$ cat src/rtl/sec_uart_if.sv
// Host-side register bus of the secondary UART: decoded address, strobes,
// write/read data and interrupt handshake.
interface sec_uart_if;
  logic [2:0]  Addr;
  logic        En;
  logic        Rd;
  logic        Wr;
  logic [15:0] DataWr;
  logic [15:0] DataRd;
  logic        IntReset;
  logic        IntReq;

  modport master (
    output Addr, En, Rd, Wr, DataWr, IntReset,
    input  DataRd, IntReq
  );

  modport slave (
    input  Addr, En, Rd, Wr, DataWr, IntReset,
    output DataRd, IntReq
  );
endinterface

$ cat src/rtl/sec_uart.sv
// Secondary-side UART: RX path with a small FIFO, TX path with a one-byte
// holding register, 16-bit word register file on a decoded strobe bus.
module sec_uart #(
  parameter int unsigned FIFO_AW  = 3,
  parameter logic [15:0] DIV_INIT = 16'd207
) (
  input  logic       Clk,
  input  logic       Reset,
  sec_uart_if.slave  bus,
  input  logic       RxD,
  output logic       TxD
);
  localparam int unsigned DEPTH = 1 << FIFO_AW;

  typedef enum logic [1:0] {RX_IDLE, RX_START, RX_DATA, RX_STOP} rx_state_t;
  typedef enum logic [1:0] {TX_IDLE, TX_START, TX_DATA, TX_STOP} tx_state_t;

  rx_state_t r_rx_state, w_rx_next;
  tx_state_t r_tx_state, w_tx_next;

  logic               r_rxs1, r_rxs2;
  logic               r_wr_d, r_rd_d;
  logic [15:0]        r_div;
  logic [2:0]         r_mask;
  logic               r_ovr, r_fe, r_irq, r_txd;
  logic [15:0]        r_rx_d, r_rx_cnt, r_tx_d, r_tx_cnt;
  logic [2:0]         r_rx_bit, r_tx_bit;
  logic [7:0]         r_rx_sh, r_tx_sh, r_hold;
  logic               r_hold_full;
  logic [7:0]         r_mem [DEPTH];
  logic [FIFO_AW-1:0] r_wp, r_rp;
  logic [FIFO_AW:0]   r_count;

  logic        w_rxs, w_wr_edge, w_rd_data, w_pop_req, w_pop, w_push;
  logic        w_empty, w_full, w_stop_smp, w_ovr_set, w_fe_set, w_err_clr;
  logic        w_rx_tick, w_tx_tick, w_take, w_txd, w_tx_idle;
  logic [15:0] w_div_eff, w_rdata, w_status;

  assign w_rxs      = r_rxs2;
  assign w_wr_edge  = bus.En & bus.Wr & ~r_wr_d;
  // Pop is keyed to the trailing edge of a DATA read so the head stays stable
  // for the whole access.
  assign w_rd_data  = bus.En & bus.Rd & (bus.Addr == 3'd0);
  assign w_pop_req  = r_rd_d & ~w_rd_data;
  assign w_empty    = (r_count == '0);
  assign w_full     = r_count[FIFO_AW];
  assign w_pop      = w_pop_req & ~w_empty;
  assign w_div_eff  = (r_div < 16'd3) ? 16'd3 : r_div;
  assign w_rx_tick  = (r_rx_cnt == '0);
  assign w_tx_tick  = (r_tx_cnt == '0);
  assign w_stop_smp = (r_rx_state == RX_STOP) & w_rx_tick;
  // A pop in the same cycle frees the slot before the push lands.
  assign w_push     = w_stop_smp & w_rxs & (~w_full | w_pop);
  assign w_ovr_set  = w_stop_smp & w_rxs & w_full & ~w_pop;
  assign w_fe_set   = w_stop_smp & ~w_rxs;
  assign w_err_clr  = bus.IntReset;
  assign w_take     = r_hold_full & ((r_tx_state == TX_IDLE) |
                                     ((r_tx_state == TX_STOP) & w_tx_tick));
  assign w_tx_idle  = (r_tx_state == TX_IDLE) & ~r_hold_full;
  assign w_status   = {4'd0, 4'(r_count), 2'b00, r_fe, r_ovr, w_tx_idle,
                       ~r_hold_full, w_full, ~w_empty};

  assign bus.DataRd = w_rdata;
  assign bus.IntReq = r_irq;
  assign TxD        = r_txd;

  // RxD synchroniser and bus strobe edge-detect history
  always_ff @(posedge Clk or negedge Reset) begin
    if (!Reset) begin
      r_rxs1 <= 1'b1;
      r_rxs2 <= 1'b1;
      r_wr_d <= 1'b0;
      r_rd_d <= 1'b0;
    end else begin
      r_rxs1 <= RxD;
      r_rxs2 <= r_rxs1;
      r_wr_d <= bus.En & bus.Wr;
      r_rd_d <= w_rd_data;
    end
  end

  // Writable registers and sticky error flags (set wins over clear)
  always_ff @(posedge Clk or negedge Reset) begin
    if (!Reset) begin
      r_div  <= DIV_INIT;
      r_mask <= '0;
      r_ovr  <= 1'b0;
      r_fe   <= 1'b0;
      r_irq  <= 1'b0;
    end else begin
      if (w_wr_edge && bus.Addr == 3'd2) r_div  <= bus.DataWr;
      if (w_wr_edge && bus.Addr == 3'd3) r_mask <= bus.DataWr[2:0];
      r_ovr <= w_ovr_set | (r_ovr & ~(w_err_clr |
               (w_wr_edge & (bus.Addr == 3'd1) & bus.DataWr[4])));
      r_fe  <= w_fe_set  | (r_fe  & ~(w_err_clr |
               (w_wr_edge & (bus.Addr == 3'd1) & bus.DataWr[5])));
      r_irq <= |(r_mask & {r_ovr | r_fe, ~r_hold_full, ~w_empty});
    end
  end

  // Combinational read mux
  always_comb begin
    w_rdata = '0;
    if (bus.En) begin
      unique case (bus.Addr)
        3'd0:    w_rdata = {8'h00, w_empty ? 8'h00 : r_mem[r_rp]};
        3'd1:    w_rdata = w_status;
        3'd2:    w_rdata = r_div;
        3'd3:    w_rdata = {13'd0, r_mask};
        default: w_rdata = '0;
      endcase
    end
  end

  // FIFO storage
  always_ff @(posedge Clk) begin
    if (w_push) r_mem[r_wp] <= r_rx_sh;
  end

  // FIFO pointers and occupancy
  always_ff @(posedge Clk or negedge Reset) begin
    if (!Reset) begin
      r_wp    <= '0;
      r_rp    <= '0;
      r_count <= '0;
    end else begin
      if (w_push) r_wp <= r_wp + 1'b1;
      if (w_pop)  r_rp <= r_rp + 1'b1;
      if (w_push && !w_pop)      r_count <= r_count + 1'b1;
      else if (w_pop && !w_push) r_count <= r_count - 1'b1;
    end
  end

  // RX state register
  always_ff @(posedge Clk or negedge Reset) begin
    if (!Reset) r_rx_state <= RX_IDLE;
    else        r_rx_state <= w_rx_next;
  end

  // RX next-state
  always_comb begin
    w_rx_next = r_rx_state;
    unique case (r_rx_state)
      RX_IDLE:  if (!w_rxs) w_rx_next = RX_START;
      RX_START: if (w_rx_tick) w_rx_next = w_rxs ? RX_IDLE : RX_DATA;
      RX_DATA:  if (w_rx_tick && r_rx_bit == 3'd7) w_rx_next = RX_STOP;
      RX_STOP:  if (w_rx_tick) w_rx_next = RX_IDLE;
      default:  w_rx_next = RX_IDLE;
    endcase
  end

  // RX bit timer, bit index and shift register
  always_ff @(posedge Clk or negedge Reset) begin
    if (!Reset) begin
      r_rx_d   <= DIV_INIT;
      r_rx_cnt <= '0;
      r_rx_bit <= '0;
      r_rx_sh  <= '0;
    end else begin
      unique case (r_rx_state)
        RX_IDLE: if (!w_rxs) begin
          r_rx_d   <= w_div_eff;
          r_rx_cnt <= w_div_eff >> 1;
        end
        RX_START: if (w_rx_tick) begin
          r_rx_cnt <= r_rx_d;
          r_rx_bit <= '0;
        end else r_rx_cnt <= r_rx_cnt - 16'd1;
        RX_DATA: if (w_rx_tick) begin
          r_rx_sh  <= {w_rxs, r_rx_sh[7:1]};
          r_rx_cnt <= r_rx_d;
          r_rx_bit <= r_rx_bit + 3'd1;
        end else r_rx_cnt <= r_rx_cnt - 16'd1;
        RX_STOP: if (!w_rx_tick) r_rx_cnt <= r_rx_cnt - 16'd1;
        default: r_rx_cnt <= '0;
      endcase
    end
  end

  // TX state register
  always_ff @(posedge Clk or negedge Reset) begin
    if (!Reset) r_tx_state <= TX_IDLE;
    else        r_tx_state <= w_tx_next;
  end

  // TX next-state and line level for the current bit
  always_comb begin
    w_tx_next = r_tx_state;
    w_txd     = 1'b1;
    unique case (r_tx_state)
      TX_IDLE:  if (r_hold_full) w_tx_next = TX_START;
      TX_START: begin
        w_txd = 1'b0;
        if (w_tx_tick) w_tx_next = TX_DATA;
      end
      TX_DATA: begin
        w_txd = r_tx_sh[r_tx_bit];
        if (w_tx_tick && r_tx_bit == 3'd7) w_tx_next = TX_STOP;
      end
      TX_STOP:  if (w_tx_tick) w_tx_next = r_hold_full ? TX_START : TX_IDLE;
      default:  w_tx_next = TX_IDLE;
    endcase
  end

  // TX holding register, bit timer, shifter and registered line driver
  always_ff @(posedge Clk or negedge Reset) begin
    if (!Reset) begin
      r_hold      <= '0;
      r_hold_full <= 1'b0;
      r_tx_d      <= DIV_INIT;
      r_tx_cnt    <= '0;
      r_tx_bit    <= '0;
      r_tx_sh     <= '0;
      r_txd       <= 1'b1;
    end else begin
      r_txd <= w_txd;
      if (w_take) begin
        r_hold_full <= 1'b0;
      end else if (w_wr_edge && bus.Addr == 3'd0 && !r_hold_full) begin
        r_hold      <= bus.DataWr[7:0];
        r_hold_full <= 1'b1;
      end
      if (w_take) begin
        r_tx_d   <= w_div_eff;
        r_tx_cnt <= w_div_eff;
        r_tx_sh  <= r_hold;
        r_tx_bit <= '0;
      end else if (r_tx_state != TX_IDLE) begin
        if (w_tx_tick) begin
          r_tx_cnt <= r_tx_d;
          if (r_tx_state == TX_DATA) r_tx_bit <= r_tx_bit + 3'd1;
        end else r_tx_cnt <= r_tx_cnt - 16'd1;
      end
    end
  end
endmodule
$ cat src/flat_wrapper.sv
// flat-port wrapper written by rule: the top's interface ports become plain ports
module sec_uart_flat 
#(
  parameter int unsigned FIFO_AW  = 3,
  parameter logic [15:0] DIV_INIT = 16'd207
)
  (Clk, Reset, RxD, TxD, bus_Addr, bus_En, bus_Rd, bus_Wr, bus_DataWr, bus_IntReset, bus_DataRd, bus_IntReq);
  sec_uart_if bus_i ();
  input  logic Clk;
  input  logic Reset;
  input  logic RxD;
  output logic TxD;
  input wire logic [$bits(bus_i.Addr)-1:0] bus_Addr;
  input wire logic [$bits(bus_i.En)-1:0] bus_En;
  input wire logic [$bits(bus_i.Rd)-1:0] bus_Rd;
  input wire logic [$bits(bus_i.Wr)-1:0] bus_Wr;
  input wire logic [$bits(bus_i.DataWr)-1:0] bus_DataWr;
  input wire logic [$bits(bus_i.IntReset)-1:0] bus_IntReset;
  output wire logic [$bits(bus_i.DataRd)-1:0] bus_DataRd;
  output wire logic [$bits(bus_i.IntReq)-1:0] bus_IntReq;
  assign bus_i.Addr = bus_Addr;
  assign bus_i.En = bus_En;
  assign bus_i.Rd = bus_Rd;
  assign bus_i.Wr = bus_Wr;
  assign bus_i.DataWr = bus_DataWr;
  assign bus_i.IntReset = bus_IntReset;
  assign bus_DataRd = bus_i.DataRd;
  assign bus_IntReq = bus_i.IntReq;
  sec_uart #(.FIFO_AW(FIFO_AW), .DIV_INIT(DIV_INIT)) u_core (.Clk(Clk), .Reset(Reset), .bus(bus_i), .RxD(RxD), .TxD(TxD));
endmodule
$ cat config.mk
export PLATFORM = sky130hd
export DESIGN_NAME = sec_uart_flat
export DESIGN_NICKNAME = d
export VERILOG_FILES = /design/src/rtl/sec_uart_if.sv /design/src/rtl/sec_uart.sv /design/src/flat_wrapper.sv
export SDC_FILE = /design/constraint.sdc
export NUM_CORES = 1
export LEC_CHECK = 0
export CORE_ASPECT_RATIO = 1.4
export CORE_UTILIZATION = 32
export CTS_BUF_LIST = sky130_fd_sc_hd__clkbuf_2
export CTS_CLUSTER_SIZE = 20
export DETAILED_ROUTE_END_ITERATION = 7
export GPL_TIMING_DRIVEN = 0
export PLACE_DENSITY_LB_ADDON = 0.25
export RECOVER_POWER = 100
export SYNTH_ARGS = -nofsm -noshare
export SYNTH_HDL_FRONTEND = slang
export SYNTH_SLANG_ARGS = --single-unit
export TNS_END_PERCENT = 10
$ cat constraint.sdc
create_clock -name Clk -period 4.35 [get_ports Clk]
set_input_delay 0.6525 -clock Clk [delete_from_list [all_inputs] [get_ports Clk]]
set_output_delay 0.6525 -clock Clk [all_outputs]
set_load 0.05 [all_outputs]
; Yosys cells after proc, flatten, opt, wreduce, memory -nomap -nowiden
; Memory sizes are Yosys's and may differ from the RTL's.
; Index checks and enable logic that the tools add are counted.
[totals]
ram_bits = 64
register_bits = 136
mem_count = 1
elab_cells = 168
output_inout_bits = 18
input_bits = 26
[classes]
magnitude_cmp = 2
n_addsub = 8
n_mux = 39
reduce_logical = 34
bitwise_logic = 38
eq_ne = 21
[mem_list]
columns = name, depth, word_bits, rd, rd_ports_with_merged_regs, wr, line
row1 = u_core.r_mem, 8, 8, 1, 0, 1, sec_uart.sv:30  ; logic [7:0] r_mem [DEPTH];
[op_table]
columns = operator, count
row1 = 2-to-1 mux 16 bit, 8
row2 = case mux 16 bit (4 select lines), 1
row3 = case mux 16 bit (3 select lines), 1
row4 = logical NOT 16 bit, 2
row5 = "subtractor 16 x 1 -> 16 bit, second input constant", 2
row6 = bitwise AND 1 bit, 20
row7 = 2-to-1 mux 2 bit, 9
row8 = 2-to-1 mux 3 bit, 6
row9 = "< comparator 16 x 2 -> 1 bit, second input constant", 1
row10 = "inequality test 2 x 1 -> 1 bit, second input constant", 8
row11 = case mux 2 bit (4 select lines), 2
row12 = nonzero test 2 bit, 7
row13 = "adder 3 x 1 -> 3 bit, second input constant", 4
row14 = inverter 1 bit, 10
row15 = "== test 2 bit, second input constant", 4
row16 = logical AND 1 bit, 8
row17 = 2-to-1 mux 4 bit, 2
row18 = 2-to-1 mux 8 bit, 1
row19 = AND reduction 2 bit, 4
row20 = AND reduction 4 bit, 2
row21 = OR 1 bit, 7
row22 = "== test 3 x 2 -> 1 bit, second input constant", 2
row23 = "== test 3 bit, second input constant", 2
row24 = 2-to-1 mux 1 bit, 6
row25 = other kinds (17), 23

; Depth between registers and ports, before layout
; Gate-level depths: netlist of the first run.
[logic_depth]
word_depth = 11
ltp_mapped = 14
depth_no_buf = 14

; Worst setup path before layout of the first run
; No wires, ideal clock.
[synth_path]
path_type = flip-flop to output port
from = reg u_core.r_rp[0]
to = out bus_DataRd[0]
setup_slack_ns = 0.026
t_arrival_ns = 3.672
stages_incl_launch_ff = 6
required_time_ns = 3.697
cell_sequence = dfrtp_1 -> clkbuf_1 -> mux4_2 -> nor2b_1 -> a2111oi_0 -> a2111oi_0
[synth_between]
elab_chain_len = 4
[synth_rtl]
columns = element, line
row1 = start: declaration, sec_uart.sv:31  ; logic [FIFO_AW-1:0] r_wp, r_rp;
row2 = start signal: assignment, sec_uart.sv:128  ; if (w_pop) r_rp <= r_rp + 1'b1;
row3 = memory read (8 x 8 bit), --
row4 = 2-to-1 mux 8 bit, sec_uart.sv:106  ; 3'd0: w_rdata = {8'h00, w_empty ? 8'h00 : r_mem[r_rp]};
row5 = case mux 16 bit (4 select lines), sec_uart.sv:105  ; unique case (bus.Addr)
row6 = 2-to-1 mux 16 bit, sec_uart.sv:104  ; if (bus.En) begin
row7 = end: declaration, flat_wrapper.sv:19  ; output wire logic [$bits(bus_i.DataRd)-1:0] bus_DataRd;
; Every way passes these cells.

; Worst setup path after layout of the first run
[layout_path]
from = reg u_core.r_rp[0]
to = out bus_DataRd[5]
; Same word-level chain as after synthesis.

==> flow_summary.toml, run 1 <==
[cts]
cts-htree-levels = 4
cts_buffers = 17
clock_latency_ps = 840
cts-root-buf = "clkbuf_2"
cts_tree = "built"
cts.sinks = 200
post_cts_buffers = 0
cts.clk_slew.worst_paths_ps = 270
cts_max_path_buffers = 2

[drt]
post_drt_wl_per_cell_um = 19.46
drt_pass1_iterations = 5
wl_mm = 25.12
wl_met2_mm = 12.79
via_per_inst = 5.216
wl_met3_um = 794
highest_layer = "met4"
wl_met1_mm = 10.90
drtIter0Drc = 407
final_antenna_net_count = 0
num_vias = 6734
drc = 0

[timing]
drv_slew = 45
setup_tns_ps = 0
layout_min_cycle_time_ps = 4126
hold_viol_final = 0
worstMarginPinSlew_ps = 2577
min_period_over_period_pct = 94.86
rsz0062_at_grt = "true"
fmax_mhz = 242.3
slew_headroom_pct = -71.82
setup_violations = 0
skew_ps = 42.37

[synthesis]
syn_inst = 833
avgSynthCellArea_sq_um = 11.59
synth_edf_count = 64
synth_flop_cell = "dfrtp_1"
ys_seq_area_share_pct = 55.43
synth-seq-cells = 200
yosys.cell_types.count = 60
synthArstFlopShare_pct = 68.00
synth_fp_nets = 883
syn_area_sq_um = 9654
yosysWarnings = 0

[final_layout]
fin_cells = 1291
syn_to_final_growth_pct = 12.10
fin_util_pct = 36.76
stdcell_area_sq_um = 10820
layout-drive-gt1-share_pct = 16.85
final_nets = 945

[place]
place_area_sq_um = 10580
place_congestion = 0.8149
dp.final_hpwl_mm = 17.76
portBuffers = 41
dp_cells = 1255

[power_and_ir_drop]
power_frac_seq_pct = 45.8
switching_share_pct = 40.52
power_frac_clock_pct = 15.1
ir_drop_uv = 199.4
pwr-share-comb_pct = 39.0
p_per_area_nw_per_um2 = 574.8
leakage_nw = 4.274
p_int_mw = 3.701
power_switching_mw = 2.521
power.total_mw = 6.221

[die]
initial_utilization_pct = 32.79
io_pins = 44
coreArea_sq_um = 29440
die_h_um = 207.5
die_area_sq_um = 30880
rows = 74
die_w_um = 148.8

[setup_path]
end_kind = "primary output"
crit_arrival_ps = 3470
cp_slowest_cell = "mux4_2"
path_class = "reg2out"
critPathRequiredTime_ps = 3700
r2r_setup_slack_ps = 290
crit_chain = "clkbuf_4, buf_4, mux4_2, mux2_2, a222oi_1, nor2_1, dlygate4sd2_1"
startpoint_type = "register"
critPathMaxFanout = 10
cp_slowest_stage_delay_ps = 520

[run_status]
status = "complete, but fails checks"
violations = "capacitance limit, slew limit"

[global_routing]
grt_usage_pct = 17.06
grt_first_pass_wirelength_mm = 39.74
grt_max_degree = 94
grt_antenna_before_repair = 1
grt_overflow = 0
grt_pass1_vias = 6941

[worst_hold_path]
hp-class = "in2reg"

[job]
drv_cap = 1
what timing repair did:
action / 4_1_cts / 5_1_grt
cloned: 0 / 0
hold buffers: 1 / 0
endpoints found under the hold margin: 40 / 0
setup endpoints to repair: 74 / 13
resized for setup: 14 / 6
flip-flops by register name (all words and copies together), names as in the netlist, 2 cells and up, named ones only:
name,count
u_core.r_wp,3
u_core.r_tx_cnt,16
u_core.r_rx_d,16
u_core.r_count,4
u_core.r_div,16
u_core.r_tx_sh,8
u_core.r_rp,3
u_core.r_tx_bit,3
u_core.r_hold,8
u_core.r_mask,3
u_core.r_mem,64
u_core.r_tx_state,2
u_core.r_rx_bit,3
u_core.r_rx_sh,8
u_core.r_tx_d,16
u_core.r_rx_cnt,16
placed cells by master (no fill, tap or decap), drive strengths merged, types with 6 or more instances in the layout:
| master | netlist | final |
|---|---|---|
| nor2b | 7 | 7 |
| mux4 | 18 | 18 |
| o211ai | 17 | 17 |
| a22oi | 6 | 6 |
| and3 | 7 | 7 |
| nor3 | 12 | 12 |
| a221oi | 9 | 9 |
| a21oi | 20 | 20 |
| dfstp | 21 | 21 |
| clkbuf | 35 | 57 |
| dlygate4sd3 | 0 | 13 |
| inv | 16 | 21 |
| a31oi | 14 | 14 |
| xor2 | 20 | 20 |
| nand3 | 9 | 9 |
| nor2 | 62 | 62 |
| edfxtp | 64 | 64 |
| clkdlybuf4s50 | 0 | 21 |
| mux2i | 6 | 6 |
| clkinv | 0 | 7 |
| nor4 | 14 | 14 |
| ha | 23 | 23 |
| nand2b | 6 | 6 |
| nand2 | 131 | 131 |
| dfrtp | 115 | 115 |
| o21ai | 52 | 52 |
| mux2 | 63 | 63 |
| xnor2 | 12 | 12 |
| dlygate4sd2 | 0 | 6 |
cell type report:
type / instances / area (sq um)
fill: 2952 / 18620
buffer: 40 / 168.9
timing repair buffer: 43 / 407.9
multi-input combinational: 577 / 4103
sequential: 200 / 5351
clock inverter: 14 / 158.9
antenna: 3 / 7.507
inverter: 16 / 60.06
clock buffer: 18 / 90.09
tap: 380 / 475.5
per-stage QoR:
stage | hold slack, ps | setup slack [ps]
after floorplan | 345.2 | 25.78
after global placement | 349.0 | -3365
after detailed placement | 349.1 | -293.9
after CTS | 133.6 | 25.40
after global routing | 276.4 | -56.88
final | 343.7 | 223.6
kinds of logic (layout without fill, tap and decap cells):
kind of cell / count (synthesis) / after routing / share of synthesized area [%]
multiplexers: 87 / 87 / 12.33
flip-flops: 200 / 200 / 55.43
buffers and inverters: 56 / 131 / 2.281
adder cells (fa/ha/maj): 24 / 24 / 3.188
AND/OR/NAND/NOR: 285 / 285 / 13.69
AO/OA/AOI/OAI: 149 / 149 / 10.19
XOR/XNOR: 32 / 32 / 2.903
other: 0 / 3 / 0
synth_stat cells, drive strengths merged, types with 3 or more instances:
cell	count	share of area, %
nand3	9	0.47
nor2b	7	0.45
mux4	18	4.2
edfxtp	64	20
a222oi	5	0.52
and4	3	0.27
nand2b	6	0.39
xnor2	12	1.1
o21ai	52	2.7
or4	5	0.47
and2	4	0.26
dfstp	21	5.7
nor2	62	2.4
mux2	63	7.5
a22oi	6	0.47
o31ai	5	0.39
o21a	3	0.23
nor3	12	0.62
a221oi	9	1.0
nand4	5	0.32
a22o	4	0.36
a21oi	20	1.0
nand2	131	5.1
nor3b	5	0.39
nand3b	4	0.31
mux2i	6	0.62
ha	23	3.0
o211ai	17	1.3
inv	16	0.62
buf	5	0.30
clkbuf	35	1.4
nor4	14	0.91
a31oi	14	0.91
xor2	20	1.8
or3	4	0.26
dfrtp	115	30
and3	7	0.45
final timing paths:
kind / start / end / cells after the start
setup / recovery: u_core.r_rp[0] / bus_DataRd[5] / 7
hold / removal: RxD / u_core.r_rxs1 / 1
setup reg to reg: u_core.r_rx_cnt[0] / u_core.r_count[3] / 14
min in group asynchronous: Reset / u_core.r_wp[2] / 2
max in group asynchronous: Reset / u_core.r_hold[3] / 3
hold reg to reg: u_core.r_rxs1 / u_core.r_rxs2 / 0
routing by layer:
layer,vias to the layer above,global-route usage (%)
li1,3164,-
met1,3408,21.38
met2,125,29.12
met3,37,3.011
met4,0,6.263
met5,-,0
critical path, delay by kind of cell (launching register included):
family / cells / cell delay [ps]
AND/OR/NAND/NOR: 1 / 140
AO/OA/AOI/OAI: 1 / 300
flip-flops: 1 / 420
multiplexers: 2 / 820
buffers and inverters: 3 / 990
power groups by stage:
| stage | Sequential (mW) | Combinational, mW | Clock, mW |
|---|---|---|---|
| 2_1_floorplan | 2.75 | 1.82 | 0 |
| 3_3_place_gp | 2.88 | 2.40 | 0 |
| 3_5_place_dp | 2.89 | 2.44 | 0 |
| 4_1_cts | 2.85 | 2.46 | 0.981 |
| 5_1_grt | 2.92 | 2.69 | 1.05 |
| 6_report | 2.85 | 2.43 | 0.942 |
Note: power is estimated with default switching activity, not from simulation.
==> inputs of run 2 (changes only) <==
Settings changed: ABC_AREA set to 1, PLACE_DENSITY set to 0.44, PLACE_DENSITY_LB_ADDON 0.25 to not set.
==> run 2 against run 1 <==
Net effect: the run ends with DRC, capacitance limit, slew limit left; die area is 5.2% higher; combinational power is 39% lower; wire length is 17% higher; core utilization is 0.59 points lower; sequential share of layout area is 1.7 points lower; clock power is 3.3% lower; worst hold slack worse by 53 ps; flip-flop and latch count stayed put; sequential power is 11% lower; synthesized area is 5.3% higher; critical path type unchanged; largest power group unchanged; highest routed layer unchanged.
==> flow_summary.toml, run 2 <==
[run_status]
status = "complete, but fails checks"
violations = "DRC, capacitance limit, slew limit"

[final_layout]
multiInputGateArea_sq_um = 4090
fin_cells = 1681
mostFrequentLayoutCell = "nand2_1"
syn_to_final_growth_pct = 10.30
top_register = "u_core.r_mem"
final_nets = 1326
largest_register_ffs = 64
stdcell_area_sq_um = 11210
fin_util_pct = 36.17
nFillCells = 3310
seqCellArea_sq_um = 5351
final_cell_mix = "341 x nand2_1, 143 x nor2_1, 130 x o21ai_0, 126 x inv_1, 115 x dfrtp_1"
layout-drive-gt1-share_pct = 6.905

[drt]
drt_pass1_iterations = 7
drtIter0Drc = 392
drc = 4
post_drt_wl_per_cell_um = 17.55
via_per_inst = 4.791
num_vias = 8054
final_antenna_net_count = 0
wl_mm = 29.51

[synthesis]
synth_area_leaders = "dfrtp_1 28%, edfxtp_1 19%, nand2_1 12%, o21ai_0 6.3%, dfstp_2 5.4%"
ys_seq_area_share_pct = 52.64
yosysWarnings = 0
yosys.cell_types.count = 45
synth_top_area_share_pct = 28.31
avgSynthCellArea_sq_um = 8.388
synth_edf_count = 64
synth_top_area_cell = "dfrtp_1"
syn_inst = 1212
syn_area_sq_um = 10170
synth_common_cells = "338 x nand2_1, 140 x nor2_1, 128 x o21ai_0, 123 x inv_1, 115 x dfrtp_1"
synth_flop_cell = "dfrtp_1"
synth-seq-cells = 200
synth_fp_nets = 1262
synth_most_common_cell = "nand2_1"
synthArstFlopShare_pct = 68.00

[die]
rows = 76
die_h_um = 212.9
die_w_um = 152.6
io_pins = 44
initial_utilization_pct = 32.79
coreArea_sq_um = 31000
die_area_sq_um = 32500

[cts]
cts_buffers = 17
cts.sinks = 200
cts-root-buf = "clkbuf_2"
cts_max_path_buffers = 2
post_cts_buffers = 0
cts.clk_slew.worst_paths_ps = 330
cts-htree-levels = 4
clock_latency_ps = 850
cts_tree = "built"

[timing]
slew_headroom_pct = -47.58
min_period_over_period_pct = 92.33
layout_min_cycle_time_ps = 4016
hold_viol_final = 0
rsz0062_at_grt = "false"
drv_slew = 86
setup_tns_ps = 0
setup_violations = 0
worstMarginPinSlew_ps = 2214
fmax_mhz = 249.0
skew_ps = 57.25

[global_routing]
grt_pass1_vias = 8369
grt_antenna_before_repair = 2
grt_max_degree = 86
grt_usage_pct = 19.26
grt_first_pass_wirelength_mm = 47.06
grt_overflow = 0

[place]
dp_cells = 1646
portBuffers = 43
place_area_sq_um = 11110
dp.final_hpwl_mm = 22.34
place_congestion = 0.8425

[setup_path]
critPathRequiredTime_ps = 3700
end_kind = "primary output"
startpoint_type = "register"
path_class = "reg2out"
critPathMaxFanout = 10
crit_arrival_ps = 3360

[power_and_ir_drop]
leakage_nw = 5.189
ir_drop_uv = 203.7
p_per_area_nw_per_um2 = 438.8

[job]
drv_cap = 1

[worst_hold_path]
hp-class = "in2reg"
run 2: changes by cell type after synthesis, sizes merged, moves of 56 or more:
cell / change
nand3: +56
mux2: -62
nor2: +95
inv: +110
o21ai: +80
nand2: +217
run 2: worst max-delay path, cell delays in order, from the launching register on:
cell and delay, ps:
dfrtp_1 560, inv_1 230, clkbuf_1 430, nor2_1 70, o21ai_0 260, o211ai_1 110
a21oi_1 260, dlygate4sd2_1 570
run 2: through the flow:
stage | hold WS, ps | total power, mW | setup WS [ps]
after floorplan | 345.2 | 3.550 | 1544
after CTS | 76.29 | 5.010 | 16.01
after detailed placement | 346.8 | 4.090 | 321.7
final | 290.9 | 4.921 | 333.8
after global routing | 219.4 | 5.297 | 61.75
after global placement | 346.4 | 4.072 | -3616
run 2: cell type report:
| class | count | share of cell area, % |
|---|---|---|
| buffer | 37 | 1.339 |
| clock buffer | 18 | 0.8034 |
| clock inverter | 14 | 1.205 |
| antenna | 2 | 0.04463 |
| sequential | 200 | 47.72 |
| tap | 390 | 4.352 |
| timing repair buffer | 45 | 3.794 |
| inverter | 127 | 4.262 |
| multi-input combinational | 848 | 36.48 |
run 2: per-layer routing:
metal / vias up / GRT usage (%) / part of all wire, %
met1: 3863 / 22.51 / 43
met2: 94 / 35.21 / 51
met3: 40 / 2.963 / 2.3
met4: 0 / 7.802 / 2.9
met5: - / 0 / 0
li1: 4057 / - / -
run 2: final timing paths:
check	from	end	slack, ps	depth (start not counted)
setup / recovery	u_core.r_rp[0]	bus_DataRd[7]	330	7
hold / removal	bus_Wr	u_core.r_wr_d	290	3
setup reg to reg	u_core.r_rx_cnt[0]	u_core.r_count[3]	1290	18
hold reg to reg	u_core.r_rxs1	u_core.r_rxs2	380	0
max in group asynchronous	Reset	u_core.r_rx_cnt[13]	1080	3
min in group asynchronous	Reset	u_core.r_tx_bit[2]	890	2
run 2: timing repair:
| item | 4_1_cts | 5_1_grt |
|---|---|---|
| hold buffers | 1 | 0 |
| gates resized for setup | 7 | 3 |
| endpoints found under the setup margin | 7 | 1 |
| endpoints found under the hold margin | 70 | 0 |
| pin swaps | 0 | 0 |
run 2: report_power, final:
part | switching (mW) | internal [mW] | leakage (nW)
logic | 0.960 | 0.519 | 2.81
clock network | 0.728 | 0.183 | 0.142
registers | 0.277 | 2.25 | 2.23
run 2: logic make-up after synthesis:
family                     Yosys count  synth area share, %
and+or+nand+nor                    590                24.49
xor gates and xnor gates            22                1.895
buffers and inverters              164                6.425
DFF                                200                52.64
AOI/OAI and AO/OA                  211                11.41
muxes                                1               0.1108
adders and majority gates           24                3.028
